### config.mk
export PLATFORM = sky130hd
export DESIGN_NAME = stats_record_arbiter
export DESIGN_NICKNAME = d
export VERILOG_FILES = /design/src/rtl/stats_record_arbiter.sv
export SDC_FILE = /design/constraint.sdc
export NUM_CORES = 2
export LEC_CHECK = 0
export BUFFER_PORTS_ARGS = -buffer_cell sky130_fd_sc_hd__buf_2
export CAP_MARGIN = 20
export CORE_AREA = 2 2 464 466
export DETAILED_ROUTE_END_ITERATION = 10
export DIE_AREA = 0 0 466 468
export PLACE_DENSITY = 0.81
export SYNTH_ARGS = -nofsm -noshare
export SYNTH_HDL_FRONTEND = slang
export SYNTH_SLANG_ARGS = --single-unit
### constraint.sdc
create_clock -name clk -period 26.8 [get_ports clk]
set_clock_uncertainty 0.15 [all_clocks]
set_input_delay 2.68 -clock clk [delete_from_list [all_inputs] [get_ports clk]]
set_output_delay 2.68 -clock clk [all_outputs]
set_load 0.005 [all_outputs]
### src/rtl/stats_record_arbiter.sv
// stats_record_arbiter
//   Merges per-channel response-statistics events onto one registered
//   valid/ready statistics-sink port. Each event is stamped with a shared
//   64-bit free-running cycle counter and buffered in a per-channel FIFO.
//   A round-robin arbiter drains the FIFOs into a one-stage output
//   register. Producers never stall: an event that finds its FIFO full
//   (and not being popped in the same cycle) is dropped and flagged.
//
// Ports:
//   clk, reset                 clock, synchronous active-high reset
//   in_valid/in_rd/in_wr       per-channel event strobe and flags
//   in_request_id/in_addr      per-channel ID and address (channel i at [i*W +: W])
//   in_wdata/in_data           per-channel write / response data
//   out_valid/out_ready        output handshake
//   out_chan, out_rd, out_wr   source channel and record flags
//   out_request_id, out_addr   record ID and address
//   out_wdata, out_data        record data
//   out_cycle                  timestamp captured at enqueue
//   global_cycle               free-running cycle counter
//   overflow                   sticky per-channel drop flags
//   drop_count                 per-channel saturating drop counters, present
//                              only when STATS_ARB_DROP_COUNT_EN is defined
//
// Build option: define STATS_ARB_DROP_COUNT_EN to add the drop_count port.

module stats_record_arbiter #(
    parameter int NUM_CH = 4,
    parameter int DEPTH  = 4,
    parameter int ID_W   = 32,
    parameter int ADDR_W = 32,
    parameter int DATA_W = 32
) (
    input  logic                       clk,
    input  logic                       reset,
    input  logic [NUM_CH-1:0]          in_valid,
    input  logic [NUM_CH-1:0]          in_rd,
    input  logic [NUM_CH-1:0]          in_wr,
    input  logic [NUM_CH*ID_W-1:0]     in_request_id,
    input  logic [NUM_CH*ADDR_W-1:0]   in_addr,
    input  logic [NUM_CH*DATA_W-1:0]   in_wdata,
    input  logic [NUM_CH*DATA_W-1:0]   in_data,
    output logic                       out_valid,
    input  logic                       out_ready,
    output logic [$clog2(NUM_CH)-1:0]  out_chan,
    output logic                       out_rd,
    output logic                       out_wr,
    output logic [ID_W-1:0]            out_request_id,
    output logic [ADDR_W-1:0]          out_addr,
    output logic [DATA_W-1:0]          out_wdata,
    output logic [DATA_W-1:0]          out_data,
    output logic [63:0]                out_cycle,
    output logic [63:0]                global_cycle,
    output logic [NUM_CH-1:0]          overflow
`ifdef STATS_ARB_DROP_COUNT_EN
    ,
    output logic [NUM_CH*32-1:0]       drop_count
`endif
);

    localparam int CH_W  = $clog2(NUM_CH);
    localparam int AW    = $clog2(DEPTH);
    localparam int PTR_W = AW + 1;
    localparam int REC_W = 2 + ID_W + ADDR_W + 2 * DATA_W + 64;

    logic [NUM_CH-1:0]             empty;
    logic [NUM_CH-1:0]             full;
    logic [NUM_CH-1:0]             push;
    logic [NUM_CH-1:0]             pop;
    logic [NUM_CH-1:0]             drop;
    logic [NUM_CH-1:0][REC_W-1:0]  head;

    logic [CH_W-1:0]               last_grant_reg;
    logic [CH_W-1:0]               grant;
    logic [CH_W-1:0]               cand;
    logic                          any_ready;
    logic                          load;

    // ------------------------------------------------------------------
    // Per-channel FIFOs. Pointers carry one extra wrap bit so that full
    // and empty are distinguishable with DEPTH entries in use.
    // ------------------------------------------------------------------
    for (genvar gi = 0; gi < NUM_CH; gi++) begin : g_ch
        logic [PTR_W-1:0] wr_ptr_reg;
        logic [PTR_W-1:0] rd_ptr_reg;
        logic [REC_W-1:0] mem [DEPTH];
        logic [REC_W-1:0] wr_rec;

        assign wr_rec = {in_rd[gi], in_wr[gi],
                         in_request_id[gi*ID_W +: ID_W],
                         in_addr[gi*ADDR_W +: ADDR_W],
                         in_wdata[gi*DATA_W +: DATA_W],
                         in_data[gi*DATA_W +: DATA_W],
                         global_cycle};

        assign empty[gi] = (wr_ptr_reg == rd_ptr_reg);
        assign full[gi]  = (wr_ptr_reg[AW] != rd_ptr_reg[AW]) &&
                           (wr_ptr_reg[AW-1:0] == rd_ptr_reg[AW-1:0]);
        assign pop[gi]   = load && (grant == CH_W'(gi));
        // A pop in the same cycle frees the slot, so a full FIFO still
        // accepts the incoming event.
        assign push[gi]  = in_valid[gi] && (!full[gi] || pop[gi]);
        assign drop[gi]  = in_valid[gi] && full[gi] && !pop[gi];
        assign head[gi]  = mem[rd_ptr_reg[AW-1:0]];

        always_ff @(posedge clk) begin
            if (reset) begin
                wr_ptr_reg <= '0;
                rd_ptr_reg <= '0;
            end else begin
                if (push[gi]) begin
                    wr_ptr_reg <= wr_ptr_reg + PTR_W'(1);
                end
                if (pop[gi]) begin
                    rd_ptr_reg <= rd_ptr_reg + PTR_W'(1);
                end
            end
        end

        // Storage has no reset; emptiness is defined purely by the pointers.
        always_ff @(posedge clk) begin
            if (push[gi]) begin
                mem[wr_ptr_reg[AW-1:0]] <= wr_rec;
            end
        end
    end

    // ------------------------------------------------------------------
    // Round-robin arbiter: scan from last_grant+1 upward with wrap. The
    // scan uses only registered FIFO state, so there is no bypass from
    // in_valid to the output register.
    // ------------------------------------------------------------------
    always_comb begin
        grant     = '0;
        any_ready = 1'b0;
        cand      = last_grant_reg;
        for (int k = 0; k < NUM_CH; k++) begin
            cand = (cand == CH_W'(NUM_CH - 1)) ? '0 : cand + 1'b1;
            if (!any_ready && !empty[cand]) begin
                any_ready = 1'b1;
                grant     = cand;
            end
        end
    end

    assign load = (!out_valid || out_ready) && any_ready;

    // ------------------------------------------------------------------
    // Output register. Fields only change on a load, so they stay stable
    // while the sink stalls.
    // ------------------------------------------------------------------
    always_ff @(posedge clk) begin
        if (reset) begin
            out_valid      <= 1'b0;
            out_chan       <= '0;
            out_rd         <= 1'b0;
            out_wr         <= 1'b0;
            out_request_id <= '0;
            out_addr       <= '0;
            out_wdata      <= '0;
            out_data       <= '0;
            out_cycle      <= '0;
            // Channel 0 becomes the first candidate after reset.
            last_grant_reg <= CH_W'(NUM_CH - 1);
        end else if (load) begin
            out_valid      <= 1'b1;
            out_chan       <= grant;
            {out_rd, out_wr, out_request_id, out_addr,
             out_wdata, out_data, out_cycle} <= head[grant];
            last_grant_reg <= grant;
        end else if (out_ready) begin
            out_valid      <= 1'b0;
        end
    end

    // Free-running timestamp and sticky drop flags.
    always_ff @(posedge clk) begin
        if (reset) begin
            global_cycle <= '0;
            overflow     <= '0;
        end else begin
            global_cycle <= global_cycle + 64'd1;
            overflow     <= overflow | drop;
        end
    end

`ifdef STATS_ARB_DROP_COUNT_EN
    for (genvar gi = 0; gi < NUM_CH; gi++) begin : g_drop
        logic [31:0] cnt_reg;

        always_ff @(posedge clk) begin
            if (reset) begin
                cnt_reg <= '0;
            end else if (drop[gi] && (cnt_reg != 32'hFFFF_FFFF)) begin
                cnt_reg <= cnt_reg + 32'd1;
            end
        end

        assign drop_count[gi*32 +: 32] = cnt_reg;
    end
`endif

endmodule

==> impl_metrics.json <==
{
  "vias": 69330,
  "yosys.area.top_type": "edfxtp_1",
  "critical_path_required_ns": 27.45,
  "cts_htree_levels": 5,
  "hold_viol": 0,
  "intPower_w": 0.01048,
  "instances_no_fill": 10440,
  "crit_buf_inv": 4,
  "initial_utilization": 0.5972,
  "place.gp.congestion": 0.8405,
  "fillers": 12490,
  "worst_pin_slew_ns": 1.350,
  "timing.final.crit_share": 0.2426,
  "ys_seq_area_frac": 0.7786,
  "grt_overflow": 0,
  "dr_wl_met2_um": 168500,
  "tritoncts.num_buffers": 343,
  "clk_latency_ns": 0.94,
  "syn_area_um2": 127400,
  "firstDrtPassIters": 5,
  "grt_pass1_wl_um": 492900,
  "path_class": "input pin to flip-flop",
  "cap_violations": 0,
  "pwr-share-seq": 0.445,
  "hold_class": "flip-flop to flip-flop",
  "postCtsSetupBuffers": 0,
  "cts_buffer_depth": 4,
  "drt_wl_total_um": 346100,
  "grt_antenna_before_repair": 146,
  "p_sw_frac": 0.3055,
  "met1_length_um": 115200,
  "dp.cells": 9739,
  "clock_sink_count": 3403,
  "multi_input_area_um2": 26770,
  "drc": 0,
  "crit_top_cell": "buf_4",
  "first_iter_violations": 10070,
  "status": "finished, final reports clean",
  "ant_nets": 0,
  "power.density_nw_per_um2": 103.3,
  "combPwrFrac": 0.240,
  "worstPathMaxFanout": 62,
  "areaGrowthSynthToFinish_pct": 14.61,
  "std_cell_rows": 170,
  "path_clk_slew_ns": 0.06,
  "syn_avg_cell_area_um2": 20.14,
  "place_hpwl_um": 196300,
  "r2r_setup_slack_ns": 20.86,
  "synth.area.top_cells": "edfxtp_1, mux4_2, dfxtp_1",
  "vias_per_cell": 6.640,
  "max_slew_margin": 0.09970,
  "ys_ff_latch": 3403,
  "leakage_nw": 49.87,
  "fin_tns_setup_ns": 0,
  "setup.worst_path.start": "out_ready",
  "critPathTopFamily": "buffers and inverters",
  "vdd_ir_drop_max_v": 0.0001694,
  "worstSetupEndpointType": "flip-flop",
  "largest_reg_flops": 3104,
  "p_clk_frac": 0.315,
  "wl_per_cell_um": 33.15,
  "grt_pass1_vias": 70240,
  "io_pins": 792,
  "die_width_um": 466,
  "rr_endpoint": "g_ch[3].mem[0][95]$_DFFE_PP_",
  "highest_layer": "met5",
  "cp_num_cells": 10,
  "dieArea_um2": 218100,
  "utilization": 0.6844,
  "switchingPower_w": 0.004608,
  "layout_setup_ws_ns": 20.30,
  "crit_end": "out_wdata[13]$_SDFFE_PP0P_",
  "fin_area_um2": 146000,
  "worstPathArrival_ns": 7.16,
  "rsz0062_at_grt": "false",
  "place_ws_ns": 19.46,
  "cp_cell_sequence": "buf_2 > nand2b_1 > o41ai_4 > nor3_1 > nand2b_4 > buf_4 > buf_4 > buf_4 > a21oi_1 > a211o_1",
  "fin_nets": 7795,
  "cts_root_buffer": "clkbuf_16",
  "cts_resized": 0,
  "worst_r2r_startpoint": "g_ch[0].wr_ptr_reg[2]$_SDFFE_PP0P_",
  "hold_buffers": 0,
  "ys_types": 49,
  "drive_above_1_share": 0.2964,
  "placed_area_um2": 134700,
  "rr_worst_depth": 9,
  "port_buffers": 791,
  "cp_slowest_stage_delay_ns": 0.84,
  "period_needed_ns": 6.502,
  "slowest_stage": "nand2b_4",
  "syn_nets": 6876,
  "finalSetupViolations": 0,
  "grt_usage": 0.3168,
  "synthCells": 6327,
  "max_freq_mhz": 153.8,
  "die_h_um": 468,
  "seqCellArea_um2": 99230,
  "slew_viol_final": 0,
  "cts_tree": "built",
  "yosysWarnings": 0,
  "crit_path_start_kind": "input pin",
  "wl_met3_um": 45890,
  "grt_start_max_net_pins": 147,
  "core_area_um2": 213300,
  "synth_top_area_frac": 0.7316
}
-- cell usage after synthesis (all sizes together) --
cell type,instances
a211o,197
a211oi,4
a21oi,412
a311oi,1
a31o,2
a31oi,5
and2,16
and3,10
and4,4
buf,64
clkbuf,283
dfxtp,299
edfxtp,3104
ha,22
inv,20
mux2,4
mux2i,3
mux4,776
nand2,815
nand2b,6
nand3,35
nand4,13
nor2,89
nor2b,5
nor3,18
nor3b,2
nor4,3
o21a,2
o21ai,19
o21ba,1
o2bb2ai,1
o31ai,2
o41ai,1
or2,2
or3,17
or4,2
xnor2,35
xor2,33
-- stage by stage --
step	power, W	hold slack [ns]
after floorplan	0.009051	0.2924
after global placement	0.01023	0.2907
after detailed placement	0.01034	0.2936
after CTS	0.01509	0.3081
after global routing	0.01552	0.3334
final	0.01509	0.3118
-- kinds of logic after synthesis --
| kind of cell | after synthesis | synth area share |
|---|---|---|
| multiplexers | 783 | 0.1378 |
| adder cells (fa/ha/maj) | 22 | 0.002161 |
| buffers and inverters | 367 | 0.01200 |
| flip-flops | 3403 | 0.7786 |
| AO/OA/AOI/OAI | 647 | 0.03187 |
| AND/OR/NAND/NOR | 1037 | 0.03289 |
| XOR/XNOR | 68 | 0.004675 |
-- worst min-delay path by stage --
stage                                         from                        endpoint  slack [ns]  depth (start not counted)
floorplan           last_grant_reg[1]$_SDFFE_PP1P_  last_grant_reg[1]$_SDFFE_PP1P_        0.29                          2
global placement         out_data[18]$_SDFFE_PP0P_       out_data[18]$_SDFFE_PP0P_        0.29                          1
detailed placement       out_cycle[4]$_SDFFE_PP0P_       out_cycle[4]$_SDFFE_PP0P_        0.29                          1
CTS                      out_cycle[4]$_SDFFE_PP0P_       out_cycle[4]$_SDFFE_PP0P_        0.31                          1
global route             out_cycle[4]$_SDFFE_PP0P_       out_cycle[4]$_SDFFE_PP0P_        0.33                          1
finish                   out_data[18]$_SDFFE_PP0P_       out_data[18]$_SDFFE_PP0P_        0.31                          1
-- cell type report --
cell class	count	area share
multi-input cells	2557	0.1833
repair buffers	921	0.03501
well taps	2838	0.02432
clock buffers	462	0.06513
clock inverters	151	0.01064
diodes	89	0.001525
inverters	20	0.0005141
flip-flops and latches	3403	0.6796
-- metal layers --
layer  vias to the layer above  global-route usage
li1                      27460                   -
met1                     35580              0.4000
met2                      5106              0.5107
met3                      1043              0.1015
met4                       136              0.1341
met5                         -                   0
-- placed cells by master (no fill, tap or decap), drive strengths merged, types with 3 or more instances in the layout --
| cell type | n |
|---|---|
| ha | 22 |
| edfxtp | 3104 |
| or3 | 17 |
| clkinvlp | 7 |
| nand4 | 13 |
| nor3 | 18 |
| and4 | 4 |
| clkbuf | 462 |
| a21oi | 412 |
| nand2b | 6 |
| o21ai | 19 |
| inv | 28 |
| mux4 | 776 |
| a211o | 197 |
| a31oi | 5 |
| nand2 | 815 |
| and2 | 16 |
| dfxtp | 299 |
| and3 | 10 |
| nor2 | 89 |
| bufinv | 32 |
| a211oi | 4 |
| diode | 89 |
| mux2 | 4 |
| xnor2 | 35 |
| nor2b | 5 |
| buf | 921 |
| mux2i | 3 |
| nand3 | 35 |
| xor2 | 33 |
| nor4 | 3 |
| clkinv | 104 |
-- power by group through the flow --
stage / Combinational (W) / Sequential (W) / Clock [W]
after floorplan: 0.00230 / 0.00675 / 0
after global placement: 0.00347 / 0.00676 / 0
after detailed placement: 0.00353 / 0.00681 / 0
after CTS: 0.00360 / 0.00672 / 0.00478
after global routing: 0.00381 / 0.00675 / 0.00496
final: 0.00362 / 0.00672 / 0.00475
No activity file was read; power rests on OpenSTA's default activity.
